`src/rtl/cmp_arb_pkg.sv`:
```
// Shared types and result encodings for the shared-comparator arbiter.
// The result word is {lt, gt, eq}; exactly one bit is set for a valid result.
package cmp_arb_pkg;

    typedef enum logic [1:0] {
        IDLE = 2'd0,
        CMP  = 2'd1,
        RESP = 2'd2
    } state_t;

    localparam logic [2:0] CMP_LT = 3'b100;
    localparam logic [2:0] CMP_GT = 3'b010;
    localparam logic [2:0] CMP_EQ = 3'b001;

    // Collapses raw comparator flags into the one-hot result encoding.
    function automatic logic [2:0] cmp_encode(input logic lt, input logic gt, input logic eq);
        logic [2:0] res;
        if (lt) begin
            res = CMP_LT;
        end else if (gt) begin
            res = CMP_GT;
        end else if (eq) begin
            res = CMP_EQ;
        end else begin
            res = CMP_EQ;
        end
        return res;
    endfunction

endpackage

```
`src/rtl/cmp_core.sv`:
```
// Purely combinational WIDTH-bit magnitude comparator, unsigned or two's complement.
module cmp_core #(
    parameter int WIDTH      = 8,
    parameter bit SIGNED_CMP = 1'b0
) (
    input  logic [WIDTH-1:0] a,
    input  logic [WIDTH-1:0] b,
    output logic             lt,
    output logic             gt,
    output logic             eq
);

    // Magnitude compare; signedness is fixed at elaboration.
    always_comb begin
        lt = 1'b0;
        gt = 1'b0;
        if (SIGNED_CMP) begin
            lt = ($signed(a) < $signed(b));
            gt = ($signed(a) > $signed(b));
        end else begin
            lt = (a < b);
            gt = (a > b);
        end
        eq = (a == b);
    end

endmodule

```
`src/rtl/cmp_share_arbiter.sv`:
```
// Round-robin arbiter sharing one comparator among N_REQ requesters,
// returning a registered lt/gt/eq result tagged with the winner's index.
module cmp_share_arbiter
    import cmp_arb_pkg::*;
#(
    parameter int N_REQ      = 4,
    parameter int WIDTH      = 8,
    parameter bit SIGNED_CMP = 1'b0
) (
    input  logic                       clk,
    input  logic                       rst_n,
    input  logic [N_REQ-1:0]           req_valid,
    output logic [N_REQ-1:0]           req_ready,
    input  logic [N_REQ*WIDTH-1:0]     req_a,
    input  logic [N_REQ*WIDTH-1:0]     req_b,
    output logic                       rsp_valid,
    input  logic                       rsp_ready,
    output logic [$clog2(N_REQ)-1:0]   rsp_id,
    output logic                       rsp_lt,
    output logic                       rsp_gt,
    output logic                       rsp_eq,
    output logic                       busy
);

    localparam int ID_W = $clog2(N_REQ);

    state_t            state_r;
    state_t            state_s;
    logic [ID_W-1:0]   rr_ptr_r;
    logic [ID_W-1:0]   id_r;
    logic [WIDTH-1:0]  a_r;
    logic [WIDTH-1:0]  b_r;
    logic              rsp_valid_r;
    logic [ID_W-1:0]   rsp_id_r;
    logic [2:0]        res_r;

    logic [ID_W-1:0]   win_s;
    logic              win_found_s;
    logic              hs_s;
    logic              accept_s;
    logic [WIDTH-1:0]  a_sel_s;
    logic [WIDTH-1:0]  b_sel_s;
    logic              core_lt_s;
    logic              core_gt_s;
    logic              core_eq_s;
    logic [ID_W-1:0]   next_ptr_s;

    // Round-robin search: scanning offsets high-to-low lets the smallest offset win.
    always_comb begin
        int idx;
        idx         = 0;
        win_s       = '0;
        win_found_s = 1'b0;
        for (int k = N_REQ - 1; k >= 0; k--) begin
            idx = int'(rr_ptr_r) + k;
            if (idx >= N_REQ) begin
                idx = idx - N_REQ;
            end else begin
                idx = idx;
            end
            if (req_valid[idx]) begin
                win_s       = idx[ID_W-1:0];
                win_found_s = 1'b1;
            end else begin
                win_s       = win_s;
                win_found_s = win_found_s;
            end
        end
    end

    assign a_sel_s = req_a[int'(win_s)*WIDTH +: WIDTH];
    assign b_sel_s = req_b[int'(win_s)*WIDTH +: WIDTH];

    // Grant is offered only in IDLE and is forced low while reset is asserted.
    always_comb begin
        req_ready = '0;
        if (rst_n && (state_r == IDLE) && win_found_s) begin
            req_ready[win_s] = 1'b1;
        end else begin
            req_ready = '0;
        end
    end

    // Next-state logic and handshake strobes.
    always_comb begin
        state_s  = state_r;
        hs_s     = 1'b0;
        accept_s = 1'b0;
        case (state_r)
            IDLE: begin
                if (win_found_s) begin
                    hs_s    = 1'b1;
                    state_s = CMP;
                end else begin
                    state_s = IDLE;
                end
            end
            CMP: begin
                state_s = RESP;
            end
            RESP: begin
                if (rsp_ready) begin
                    accept_s = 1'b1;
                    state_s  = IDLE;
                end else begin
                    state_s = RESP;
                end
            end
            default: begin
                state_s = IDLE;
            end
        endcase
    end

    // Explicit wrap so non-power-of-2 N_REQ never reaches N_REQ.
    always_comb begin
        if (id_r == ID_W'(N_REQ - 1)) begin
            next_ptr_s = '0;
        end else begin
            next_ptr_s = id_r + ID_W'(1);
        end
    end

    cmp_core #(
        .WIDTH      (WIDTH),
        .SIGNED_CMP (SIGNED_CMP)
    ) u_core (
        .a  (a_r),
        .b  (b_r),
        .lt (core_lt_s),
        .gt (core_gt_s),
        .eq (core_eq_s)
    );

    // State, operand capture, result register and pointer update.
    always_ff @(posedge clk or negedge rst_n) begin
        if (!rst_n) begin
            state_r     <= IDLE;
            rr_ptr_r    <= '0;
            id_r        <= '0;
            a_r         <= '0;
            b_r         <= '0;
            rsp_valid_r <= 1'b0;
            rsp_id_r    <= '0;
            res_r       <= 3'b000;
        end else begin
            state_r <= state_s;
            if (hs_s) begin
                a_r  <= a_sel_s;
                b_r  <= b_sel_s;
                id_r <= win_s;
            end else begin
                a_r  <= a_r;
                b_r  <= b_r;
                id_r <= id_r;
            end
            if (state_r == CMP) begin
                res_r       <= cmp_encode(core_lt_s, core_gt_s, core_eq_s);
                rsp_id_r    <= id_r;
                rsp_valid_r <= 1'b1;
            end else if (accept_s) begin
                rsp_valid_r <= 1'b0;
                rr_ptr_r    <= next_ptr_s;
            end else begin
                rsp_valid_r <= rsp_valid_r;
                rr_ptr_r    <= rr_ptr_r;
            end
        end
    end

    assign rsp_valid = rsp_valid_r;
    assign rsp_id    = rsp_id_r;
    assign rsp_lt    = res_r[2];
    assign rsp_gt    = res_r[1];
    assign rsp_eq    = res_r[0];
    assign busy      = (state_r != IDLE);

endmodule
```
`config.mk`:
```
export PLATFORM = sky130hd
export DESIGN_NAME = cmp_share_arbiter
export DESIGN_NICKNAME = d
export VERILOG_FILES = /design/src/rtl/cmp_arb_pkg.sv /design/src/rtl/cmp_core.sv /design/src/rtl/cmp_share_arbiter.sv
export SDC_FILE = /design/constraint.sdc
export NUM_CORES = 1
export LEC_CHECK = 0
export BUFFER_PORTS_ARGS = -buffer_cell sky130_fd_sc_hd__buf_2
export CORE_ASPECT_RATIO = 0.9
export CORE_MARGIN = 5
export CORE_UTILIZATION = 42
export CTS_CLUSTER_DIAMETER = 30
export CTS_CLUSTER_SIZE = 40
export DETAILED_ROUTE_END_ITERATION = 8
export GPL_ROUTABILITY_DRIVEN = 0
export MAX_ROUTING_LAYER = met4
export PLACE_DENSITY = 0.8
export RECOVER_POWER = 25
export SLEW_MARGIN = 20
export SYNTH_ARGS = -nofsm -noshare
export SYNTH_HDL_FRONTEND = slang
export SYNTH_SLANG_ARGS = --single-unit
```
`constraint.sdc`:
```
create_clock -name clk -period 1.7 [get_ports clk]
set_input_delay 0.255 -clock clk [delete_from_list [all_inputs] [get_ports clk]]
set_output_delay 0.255 -clock clk [all_outputs]
set_load 0.05 [all_outputs]
```
; ---- Word-level counts from Yosys, hierarchy flattened
; Cells that the tools add are included.
[classes]
addsub = 8
magnitude_cmp = 12
eq_ne = 3
shift = 2
n_mux = 39
bitwise_logic = 1
n_reduce_logical = 7
[op_table]
columns = operator, count
row1 = "less-than comparator 32 x 4 -> 1 bit, second input constant", 4
row2 = 2-to-1 mux 32 bit, 4
row3 = indexed part select 32 x 6 -> 8 bit, 2
row4 = 2-to-1 mux 1 bit, 20
row5 = 2-to-1 mux 2 bit, 7
row6 = "subtractor 3 x 3 -> 4 bit, second input constant", 3
row7 = "greater-or-equal comparator 3 bit, second input constant", 3
row8 = binary-select mux 1 bit (select 2 bit), 4
row9 = > comparator 8 bit, 1
row10 = less-than comparator 8 bit, 1
row11 = "adder 2 x 2 -> 3 bit, second input constant", 2
row12 = case mux 2 bit (3 select lines), 1
row13 = "== test 2 bit, second input constant", 2
row14 = 2-to-1 mux 4 bit, 1
row15 = nonzero test 2 bit, 2
row16 = "subtractor 2 x 3 -> 4 bit, second input constant", 1
row17 = "adder 2 x 1 -> 3 bit, second input constant", 1
row18 = "greater-or-equal comparator 2 x 3 -> 1 bit, second input constant", 1
row19 = logical AND 1 bit, 3
row20 = "less-than comparator 2 x 3 -> 1 bit, second input constant", 1
row21 = 2-to-1 mux 3 bit, 1
row22 = "adder 2 x 1 -> 2 bit, second input constant", 1
row23 = demux 1 bit (select 2 bit), 1
row24 = "== test 2 x 1 -> 1 bit, second input constant", 1
row25 = other kinds (4), 4
[word_totals]
reg_bits = 28
in_bits = 71
output_inout_bits = 11
word_cells = 80

; ---- Longest topological paths before layout
; Gate-level depths: netlist of the first run.
[depth]
depth_word = 15
ltp_mapped = 7
mapped_depth_nobuf = 7

; ---- Cells and area by module
; Synthesis of the first run repeated with hierarchy kept, for this count alone.
[unflattened]
hier_cells = 193
area_unflattened_um2 = 1933.1
[modules_own_cells]
columns = mod, n_inst, cells_each, area_per_inst_um2, seq_area_each_um2
row1 = cmp_share_arbiter, 1, 164, 1707.9, 700.7
row2 = cmp_core, 1, 29, 225.2, 0.0

; ---- Least setup slack after synthesis of the first run
; Ideal clock, no wire load.
[synth_timing]
path_kind = flip-flop to output port
from = register state_r[1]
to = output req_ready[3]
arrival_time_ps = 2654
required_time_ps = 1445
setup_slack_ps = -1209
path_stages_with_launch = 7
n_path_buf = 2
path_cell_list = dfrtp_1 -> or2_1 -> or2_1 -> or2_1 -> buf_6 -> buf_6 -> nor3_1
[synth_via]
elab_chain_cells = 4
[synth_rtl]
columns = item, line_no
row1 = start: declaration, cmp_share_arbiter.sv:27  ; state_t state_r;
row2 = start signal: assignment, cmp_share_arbiter.sv:147  ; state_r <= state_s;
row3 = logical NOT 2 bit, cmp_share_arbiter.sv:77  ; if (rst_n && (state_r == IDLE) && win_found_s) begin
row4 = logical AND 1 bit (2 in series), cmp_share_arbiter.sv:77
row5 = 2-to-1 mux 4 bit, cmp_share_arbiter.sv:77
row6 = end: declaration, cmp_share_arbiter.sv:13  ; output logic [N_REQ-1:0] req_ready,
; No other way between the ends.

; ---- Worst setup path after layout of the first run
[layout_timing]
from = register state_r[0]
to = output req_ready[2]
; The elaborated chain is that of the path after synthesis.

==> results of run 1 <==
-- timing repair --
action / 4_1_cts / 5_1_grt
endpoints found under the setup margin: 21 / 23
gates resized for setup: 32 / 19
gates cloned: 1 / 1
pin swaps: 8 / 5
hold endpoints to repair: 28 / 0
buffers inserted: 5 / 6
hold buffers: 1 / 0
-- state kept, by name, summed over array words and instances, names as in the netlist --
| signal | flops |
|---|---|
| a_r | 8 |
| b_r | 8 |
| res_r | 3 |
| id_r | 2 |
| rr_ptr_r | 2 |
| rsp_id | 2 |
| state_r | 2 |
| rsp_valid | 1 |
-- area by class of cell --
class / count / area [sq um]
multi-input combinational: 122 / 1090
inverter: 13 / 48.8
sequential: 28 / 701
tap: 48 / 60.1
fill: 325 / 1440
timing repair buffer: 106 / 726
clock buffer: 3 / 41.3
-- cell families after synthesis --
group	Yosys count	synth area share [%]
and+or+nand+nor	40	10.9
AOI/OAI and AO/OA	37	15.6
muxes	36	20.4
DFF	28	39.3
buffers and inverters	23	7.44
adders and majority gates	9	6.32
-- stage by stage --
stage	setup TNS (ps)	hold WS, ps	total power, mW	std cells
after floorplan	-960	-40.6	2.97	173
after global placement	-1450	245	3.53	307
after global routing	-4370	261	4.89	320
after CTS	-2230	266	4.33	316
final	-2860	289	4.52	320
after detailed placement	-2570	254	3.64	307
-- placed cells by master (no fill, tap or decap), types with 2 or more instances in the layout --
master,count
buf_2,77
dfrtp_1,28
mux2i_1,27
nand2_1,21
o221ai_1,15
inv_1,13
buf_6,11
buf_4,10
ha_1,9
mux2i_2,5
a21oi_1,4
or2_4,3
o21a_1,3
mux2_2,3
clkbuf_8,3
buf_12,3
nand2b_1,2
o21ai_0,2
nand4_1,2
a21o_1,2
-- per-layer routing --
| metal | vias up | GRT usage [%] | routed length [microns] |
|---|---|---|---|
| met1 | 760 | 23.5 | 2080 |
| met2 | 61 | 30.4 | 2470 |
| met5 | - | - | 0 |
| met3 | 8 | 2.14 | 313 |
| li1 | 831 | - | - |
| met4 | 0 | 5.44 | 114 |
-- worst max path at each step --
stage | from | endpoint | slack (ps)
2_1_floorplan | state_r[0] | req_ready[2] | -500
3_3_place_gp | state_r[0] | req_ready[2] | -160
3_5_place_dp | rr_ptr_r[1] | b_r[3] | -200
4_1_cts | state_r[0] | req_ready[2] | -340
5_1_grt | state_r[0] | req_ready[2] | -390
6_report | state_r[0] | req_ready[2] | -340
-- power by group --
group / switching (mW) / internal (mW)
clock network: 0.196 / 0.159
registers: 0.197 / 0.992
logic: 1.56 / 1.42
-- critical path, delay by kind of cell, from the launching register on --
kind                   cells  cell delay, ps
buffers and inverters      1             180
flip-flops                 1             390
AND/OR/NAND/NOR            4             950
==> impl_results.md, run 1 <==
* Slowest stage delay, CP at 390 ps
* DPL Wire Length at 3590 microns
* Final Cell Area at 2670 sq um
* CP max stage cell: dfrtp_1
* Maximum vdd drop at 781 uV
* Clk Tree Root Cell: clkbuf_8
* Primary FF master, synth: dfrtp_1
* CP cell instances: or2_4 > or2_4 > or2_4 > nor3b_4 > buf_6
* R2r setup slk at -190 ps
* Synth area leader: dfrtp_1
* I/O Pins at 82
* RSZ-0062 raised after global routing: yes
* Static leakage at 1.40 nW
* Clk pin slew, worst setup/hold paths at 90 ps
* Ys async rst share at 100%
* H-tree depth at 1
* Seq cells post-synth at 28
* Synth Net Count at 253
* Yosys Warn Count at 0
* Post-synth EDFFs at 0
* Area grow syn2layout at 49.6%
* Core Region at 4100 sq um
* Crit path max fanout at 3
* R2r worst-path depth at 9
* CTS max path bufs at 2
* Mapped Area at 1780 sq um
* Num CTS Buffers at 3
* Max cap viols at 0
* CP Launch Type: flop
* Routed vias at 1660
* Diode count at 0
* Endpoint class of the critical path: output port
* Most frequent cell after synthesis: mux2i_1
* Vias in the first global route at 1729
* Synth top area cells: dfrtp_1 (39%), mux2i_1 (19%), o221ai_1 (7.9%)
* Slew Viols, Final at 0
* Slew @ Worst Pin at 604 ps
* Clk Latency, worst-skew pair at 270 ps
* Worst Hold End: b_r[6]
* Global-route wire length before repair at 7960 microns
* Req. time, crit path at 1440 ps
* Failing checks: negative setup slack
* Largest net degree at the start of global routing at 20
* WP data arrival at 1790 ps
* Die H at 71.8 microns
* IO buf count at 81
* DP Worst Slack at -195 ps
* Setup-failing EPs final at 18
* Slew Limit Headroom at 59.7%
* Layout cell share with drive strength beyond 1 at 49.3%
* Placement Cell Area at 2330 sq um
* Clk sink count at 28
* DIE AREA at 5650 sq um
* RR Endpoint: a_r[4]
* Post-Route Skew at 6.26 ps
* Final ANT Viol Nets at 0
* Initial antenna violation count at 0
* Post-synthesis cell type count at 32
* DRT iter0 DRCs at 107
* NumNets Final at 354
* Setup ws final at -344 ps
* Post-layout min period at 2040 ps
* Leading cell types by count after synthesis: mux2i_1 (33), dfrtp_1 (28), nand2_1 (22)
* Global-route usage over all layers at 18.3%
* Status: finished, violations left
* PwrDens at 1700 nW/um^2
* Final hold vios at 0
* Worst r2r src: rr_ptr_r[1]
* Kind of critical path: reg -> out
* Grt total ovfl at 0
* DRT Pass-1 Iters at 4
* Hold/Removal Path Class: in -> reg
* Tcrit/Tclk final at 120%
* Residual DRC at 0
* CTS tree: built
* Final Util at 65.0%
* Hold depth at 3
* Width of the die at 78.7 microns
* Avg WL per Cell at 15.5 microns
* Routed WL at 4970 microns
* Cells after Synth at 173
* Starting Density at 43.4%
* Vias/cell at 5.19
* Mean Syn Cell Area at 10.3 sq um
* Area share of the largest cell type after synthesis at 39.3%
* Rows at 22
* Maximum clock rate at 489 MHz
* Seq/Total Area, Yosys at 39.3%
* Hold Crit Start: req_b[14]
* Most common cell on crit path: or2_4
(Power assumes the default switching activity.)
==> inputs of run 2 (changes only) <==
--- a/config.mk
+++ b/config.mk
@@ -7,13 +7,11 @@
 export LEC_CHECK = 0
 export BUFFER_PORTS_ARGS = -buffer_cell sky130_fd_sc_hd__buf_2
 export CORE_ASPECT_RATIO = 0.9
-export CORE_MARGIN = 5
 export CORE_UTILIZATION = 42
 export CTS_CLUSTER_DIAMETER = 30
 export CTS_CLUSTER_SIZE = 40
 export DETAILED_ROUTE_END_ITERATION = 8
 export GPL_ROUTABILITY_DRIVEN = 0
-export MAX_ROUTING_LAYER = met4
 export PLACE_DENSITY = 0.8
 export RECOVER_POWER = 25
 export SLEW_MARGIN = 20
==> impl_results.md, run 2 (synthesis gave the netlist of run 1 again) <==
* R2r setup slk at -240 ps (was -190 ps)
* CP Launch Type: flop (unchanged)
* Vias/cell at 5.17 (was 5.19)
* Req. time, crit path at 1440 ps (about the same)
* Layout cell share with drive strength beyond 1 at 50.4% (was 49.3%)
* Maximum vdd drop at 707 uV (was 781 uV)
* Num CTS Buffers at 3 (unchanged)
* Slew Limit Headroom at 82.7% (was 59.7%)
* DRT Pass-1 Iters at 6 (was 4)
* Reg power frac at 27.2% (was 26.3%)
* Routed vias at 1655 (was 1660)
* Avg WL per Cell at 13.0 microns (was 15.5 microns)
* Area grow syn2layout at 47.1% (was 49.6%)
* Die H at 63.8 microns (was 71.8 microns)
* Logic pwr share at 64.5% (was 65.9%)
* Maximum clock rate at 490 MHz (was 489 MHz)
* Clk network pwr share at 8.4% (was 7.8%)
* Rows at 22 (unchanged)
* Commonest non-fill, non-tap cell in the layout: buf_2 (unchanged)
* RR Endpoint: b_r[6] (was a_r[4])
* Int Power at 2.50 mW (was 2.57 mW)
* DRT iter0 DRCs at 76 (was 107)
* I/O Pins at 82 (unchanged)
* Slew @ Worst Pin at 258 ps (was 604 ps)
* Hold slack at 25.5 ps (was 289 ps)
* Post-route setup TNS at -2680 ps (was -2860 ps)
* Worst Setup EP: req_ready[2] (unchanged)
* Max cap viols at 0 (unchanged)
* Endpoint class of the critical path: output port (unchanged)
* Grt total ovfl at 0 (unchanged)
* CTS max path bufs at 2 (unchanged)
* IO buf count at 81 (unchanged)
* Residual DRC at 10 (was 0)
* Hold/Removal Path Class: in -> async (was in -> reg)
* Core Region at 4070 sq um (was 4100 sq um)
* Vias in the first global route at 1510 (was 1729)
* Initial antenna violation count at 0 (unchanged)
* Largest net degree at the start of global routing at 20 (unchanged)
* Psw at 1.86 mW (was 1.95 mW)
* Starting Density at 43.7% (was 43.4%)
* Crit path from: state_r[0] (unchanged)
* Failing checks: design-rule violations, negative setup slack (was negative setup slack)
* DIE AREA at 4510 sq um (was 5650 sq um)
* DPL Wire Length at 3130 microns (was 3590 microns)
* Post-Route Skew at 4.00 ps (was 6.26 ps)
* Static leakage at 1.37 nW (was 1.40 nW)
* Clk Tree Root Cell: clkbuf_8 (unchanged)
* Setup-failing EPs final at 17 (was 18)
* Switching share of total power at 42.7% (was 43.1%)
* DP Worst Slack at -187 ps (was -195 ps)
* Width of the die at 70.7 microns (was 78.7 microns)
* Post-layout min period at 2040 ps (about the same)
* Biggest regs: a_r (8), b_r (8), res_r (3) (unchanged)
* Clk Latency, worst-skew pair at 280 ps (was 270 ps)
* Kind of critical path: reg -> out (unchanged)
* Global-route wire length before repair at 6750 microns (was 7960 microns)
* Tcrit/Tclk final at 120% (about the same)
* Status: finished, violations left (unchanged)
* PwrDens at 1670 nW/um^2 (was 1700 nW/um^2)
* R2r worst-path depth at 9 (unchanged)
* Diode count at 0 (unchanged)
* Final hold vios at 0 (unchanged)
* Routed WL at 4160 microns (was 4970 microns)
* NumNets Final at 354 (unchanged)
* Global-route usage over all layers at 19.2% (was 18.3%)
* Most frequent cells in the layout: buf_2 (77), dfrtp_1 (28), mux2i_1 (25), nand2_1 (22), buf_4 (17) (was buf_2 (77), dfrtp_1 (28), mux2i_1 (27), nand2_1 (21), o221ai_1 (15))
* H-tree depth at 1 (unchanged)
* Final Power at 4.37 mW (was 4.52 mW)
* Clk pin slew, worst setup/hold paths at 90 ps (about the same)
* RSZ-0062 raised after global routing: yes (unchanged)
* Final ANT Viol Nets at 0 (unchanged)
* Crit path max fanout at 3 (unchanged)
* WP data arrival at 1790 ps (about the same)
* Setup ws final at -342 ps (was -344 ps)
* Worst r2r src: rr_ptr_r[1] (unchanged)
* Slew Viols, Final at 0 (unchanged)
* CTS tree: built (unchanged)
* Clk sink count at 28 (unchanged)
[run 2: power groups by stage]
| stage | Sequential [mW] | Clock (mW) | Combinational, mW |
|---|---|---|---|
| final | 1.19 | 0.365 | 2.81 |
| after global routing | 1.23 | 0.403 | 3.11 |
| after CTS | 1.19 | 0.365 | 2.62 |
| after detailed placement | 1.20 | 0 | 2.40 |
| after global placement | 1.19 | 0 | 2.34 |
| after floorplan | 1.37 | 0 | 1.60 |
[run 2: layout make-up]
class	count	area, sq um
clock buffer	3	41.3
fill	338	1450
sequential	28	701
timing repair buffer	106	678
multi-input combinational	122	1090
tap	48	60.1
inverter	13	51.3
[run 2: per-layer routing]
layer	vias to the layer above	part of all wire, %	global-route usage, %	routed length, microns
met5	-	0	0	0
met4	0	1.4	5.25	58
met3	7	5.3	3.94	221
met2	55	46	30.7	1900
met1	760	48	26.5	1980
li1	833	-	-	-
[run 2: worst min path at each step]
stage / from / endpoint / slack (ps)
after floorplan: rst_n / a_r[0] / -40
after global placement: rst_n / a_r[6] / 260
after detailed placement: rst_n / a_r[4] / 270
after CTS: rst_n / res_r[2] / 5
after global routing: rst_n / a_r[3] / 30
final: rst_n / a_r[3] / 30
[run 2: through the flow]
stage                     instance area, sq um  util (%)  std cells
final                                     2620      64.3        320
after global routing                      2620      64.3        320
after CTS                                 2510      61.6        319
after detailed placement                  2340      57.4        310
after global placement                    2340      57.4        310
after floorplan                           1820         -        173
[run 2: timing repair]
| item | CTS | global route |
|---|---|---|
| cloned | 0 | 1 |
| resized for setup | 22 | 26 |
| hold endpoints to repair | 11 | 0 |
| hold buffers | 1 | 0 |
| setup endpoints to repair | 20 | 23 |
| pin swaps | 3 | 9 |
| setup buffers | 6 | 4 |
[run 2: worst max-delay path: stages (launching register included)]
cell and delay (ps):
dfrtp_1 380, or2_4 240, or2_1 220, or2_4 270
nor3b_4 210, buf_6 180
==> inputs of run 3 (changes only) <==
--- a/config.mk
+++ b/config.mk
@@ -7,12 +7,13 @@
 export LEC_CHECK = 0
 export BUFFER_PORTS_ARGS = -buffer_cell sky130_fd_sc_hd__buf_2
 export CORE_ASPECT_RATIO = 0.9
-export CORE_UTILIZATION = 42
+export CORE_UTILIZATION = 44
+export CTS_BUF_LIST = sky130_fd_sc_hd__clkbuf_4
 export CTS_CLUSTER_DIAMETER = 30
 export CTS_CLUSTER_SIZE = 40
 export DETAILED_ROUTE_END_ITERATION = 8
 export GPL_ROUTABILITY_DRIVEN = 0
-export PLACE_DENSITY = 0.8
+export PLACE_DENSITY = 0.83
 export RECOVER_POWER = 25
 export SLEW_MARGIN = 20
 export SYNTH_ARGS = -nofsm -noshare
==> impl_results.md, run 3 (synthesis gave the netlist of run 1 again) <==
* RSZ-0062 raised after global routing: yes (unchanged)
* Placed Instances at 304 (was 310)
* DRT Pass-1 Iters at 4 (was 6)
* DIE AREA at 4310 sq um (was 4510 sq um)
* Largest delay share family, worst path: simple AND/OR/NAND/NOR gates (unchanged)
* Die H at 62.4 microns (was 63.8 microns)
* Maximum vdd drop at 838 uV (was 707 uV)
* Biggest regs: a_r (8), b_r (8), res_r (3) (unchanged)
* PwrDens at 1720 nW/um^2 (was 1670 nW/um^2)
* DRT iter0 DRCs at 48 (was 76)
* Int Power at 2.64 mW (was 2.50 mW)
* Clk network pwr share at 9.7% (was 8.4%)
* Max cap viols at 0 (unchanged)
* Crit path max fanout at 3 (unchanged)
* Clk Tree Root Cell: clkbuf_4 (was clkbuf_8)
* Diode count at 0 (unchanged)
* Area grow syn2layout at 49.8% (was 47.1%)
* Clk Latency, worst-skew pair at 340 ps (was 280 ps)
* Switching share of total power at 42.6% (was 42.7%)
* Reg power frac at 26.0% (was 27.2%)
* CTS max path bufs at 2 (unchanged)
* FF/Latch Area at 701 sq um (unchanged)
* Most frequent cells in the layout: buf_2 (77), dfrtp_1 (28), mux2i_1 (27), nand2_1 (22), o221ai_1 (14) (was buf_2 (77), dfrtp_1 (28), mux2i_1 (25), nand2_1 (22), buf_4 (17))
* Final ANT Viol Nets at 0 (unchanged)
* CP max stage cell: dfrtp_1 (unchanged)
* Area of the multi-input gates at 1100 sq um (was 1090 sq um)
* Placement Cell Area at 2320 sq um (was 2340 sq um)
* H-tree depth at 1 (unchanged)
* Routed vias at 1678 (was 1655)
* Commonest non-fill, non-tap cell in the layout: buf_2 (unchanged)
* DPL Wire Length at 3370 microns (was 3130 microns)
* Kind of critical path: reg -> out (unchanged)
* Num CTS Buffers at 3 (unchanged)
* CP Launch Type: flop (unchanged)
* Residual DRC at 0 (was 10)
* Setup ws final at -426 ps (was -342 ps)
* I/O Pins at 82 (unchanged)
* Global-route usage over all layers at 21.7% (was 19.2%)
* Routed WL at 4650 microns (was 4160 microns)
* CP cell instances: or2_4 > or2_4 > or2_4 > nor3b_4 > buf_6 (was or2_4 > or2_1 > or2_4 > nor3b_4 > buf_6)
* Rows at 21 (was 22)
* Largest net degree at the start of global routing at 22 (was 20)
* NumNets Final at 352 (was 354)
* Clk sink count at 28 (unchanged)
* Core Region at 3780 sq um (was 4070 sq um)
* Post-route setup TNS at -5610 ps (was -2680 ps)
* Layout cell share with drive strength beyond 1 at 48.3% (was 50.4%)
* Clk pin slew, worst setup/hold paths at 160 ps (was 90 ps)
* Status: finished, violations left (unchanged)
* CTS tree: built (unchanged)
* WP data arrival at 1870 ps (was 1790 ps)
* Slowest stage delay, CP at 410 ps (was 380 ps)
* Most common cell on crit path: or2_4 (unchanged)
* Vias/cell at 5.29 (was 5.17)
* Global-route wire length before repair at 7490 microns (was 6750 microns)
* Final hold vios at 0 (unchanged)
* Static leakage at 1.40 nW (was 1.37 nW)
* Avg WL per Cell at 14.7 microns (was 13.0 microns)
* Slew Viols, Final at 0 (unchanged)
* Grt total ovfl at 0 (unchanged)
* Non-Filler Instances at 317 (was 320)
* Vias in the first global route at 1659 (was 1510)
* Tcrit/Tclk final at 125% (was 120%)
* Post-layout min period at 2130 ps (was 2040 ps)
* Starting Density at 47.1% (was 43.7%)
* Endpoint class of the critical path: output port (unchanged)
* Post-Route Skew at 10.5 ps (was 4.00 ps)
* Slew Limit Headroom at 63.5% (was 82.7%)
* Width of the die at 69.1 microns (was 70.7 microns)
* Fill cells at 285 (was 338)
* Req. time, crit path at 1440 ps (about the same)
* Setup-failing EPs final at 20 (was 17)
* IO buf count at 81 (unchanged)
* Hold/Removal Path Class: in -> reg (was in -> async)
* Failing checks: negative setup slack (was design-rule violations, negative setup slack)
* Initial antenna violation count at 0 (unchanged)
* Psw at 1.96 mW (was 1.86 mW)
* Worst Path Buf+Inv at 1 (unchanged)
* Final Cell Area at 2670 sq um (was 2620 sq um)
* Maximum clock rate at 470 MHz (was 490 MHz)
* Slew @ Worst Pin at 548 ps (was 258 ps)
* Logic pwr share at 64.4% (was 64.5%)
-- run 3: path summary, 6_finish.rpt --
kind	startpoint	slack [ps]	endpoint	cells after the start
worst max-delay path	state_r[0]	-430	req_ready[2]	5
worst min-delay path	rsp_ready	120	state_r[1]	2
worst max register to register	rr_ptr_r[1]	-320	b_r[0]	9
worst min register to register	b_r[4]	510	b_r[4]	2
max in group asynchronous	rst_n	490	b_r[4]	3
min in group asynchronous	rst_n	600	id_r[0]	3
-- run 3: metrics by stage --
step | utilization, % | power [mW] | setup slack [ps] | hold slack (ps)
floorplan | - | 2.97 | -495 | -40.6
global placement | 61.3 | 3.53 | -173 | 126
detailed placement | 61.3 | 3.63 | -198 | 127
CTS | 66.9 | 4.34 | -444 | 119
global route | 70.5 | 4.92 | -488 | 97.5
finish | 70.5 | 4.60 | -426 | 116
-- run 3: power groups by stage --
| stage | clock network, mW | registers, mW | logic, mW |
|---|---|---|---|
| 2_1_floorplan | 0 | 1.37 | 1.60 |
| 3_3_place_gp | 0 | 1.18 | 2.35 |
| 3_5_place_dp | 0 | 1.20 | 2.43 |
| 4_1_cts | 0.446 | 1.19 | 2.70 |
| 5_1_grt | 0.481 | 1.22 | 3.21 |
| 6_report | 0.445 | 1.20 | 2.96 |
-- run 3: per-layer routing --
| layer | up-vias | GRT usage, % | share of wire, % |
|---|---|---|---|
| met4 | 0 | 6.63 | 1.6 |
| met3 | 8 | 4.35 | 4.6 |
| met2 | 60 | 37.5 | 50 |
| li1 | 838 | - | - |
| met1 | 772 | 27.3 | 44 |
| met5 | - | 0 | 0 |
-- run 3: layout make-up --
type | count | area share, %
clock buffers | 3 | 0.844
clock inverters | 1 | 1.13
inverters | 13 | 1.92
multi-input cells | 122 | 41.1
flip-flops and latches | 28 | 26.3
well taps | 46 | 2.16
repair buffers | 104 | 26.6
-- run 3: timing repair --
item,CTS,global route
pin swaps,10,5
setup buffers,4,3
gates cloned,1,1
hold buffers,2,0
endpoints found under the hold margin,7,0
resized for setup,26,20
endpoints found under the setup margin,20,24
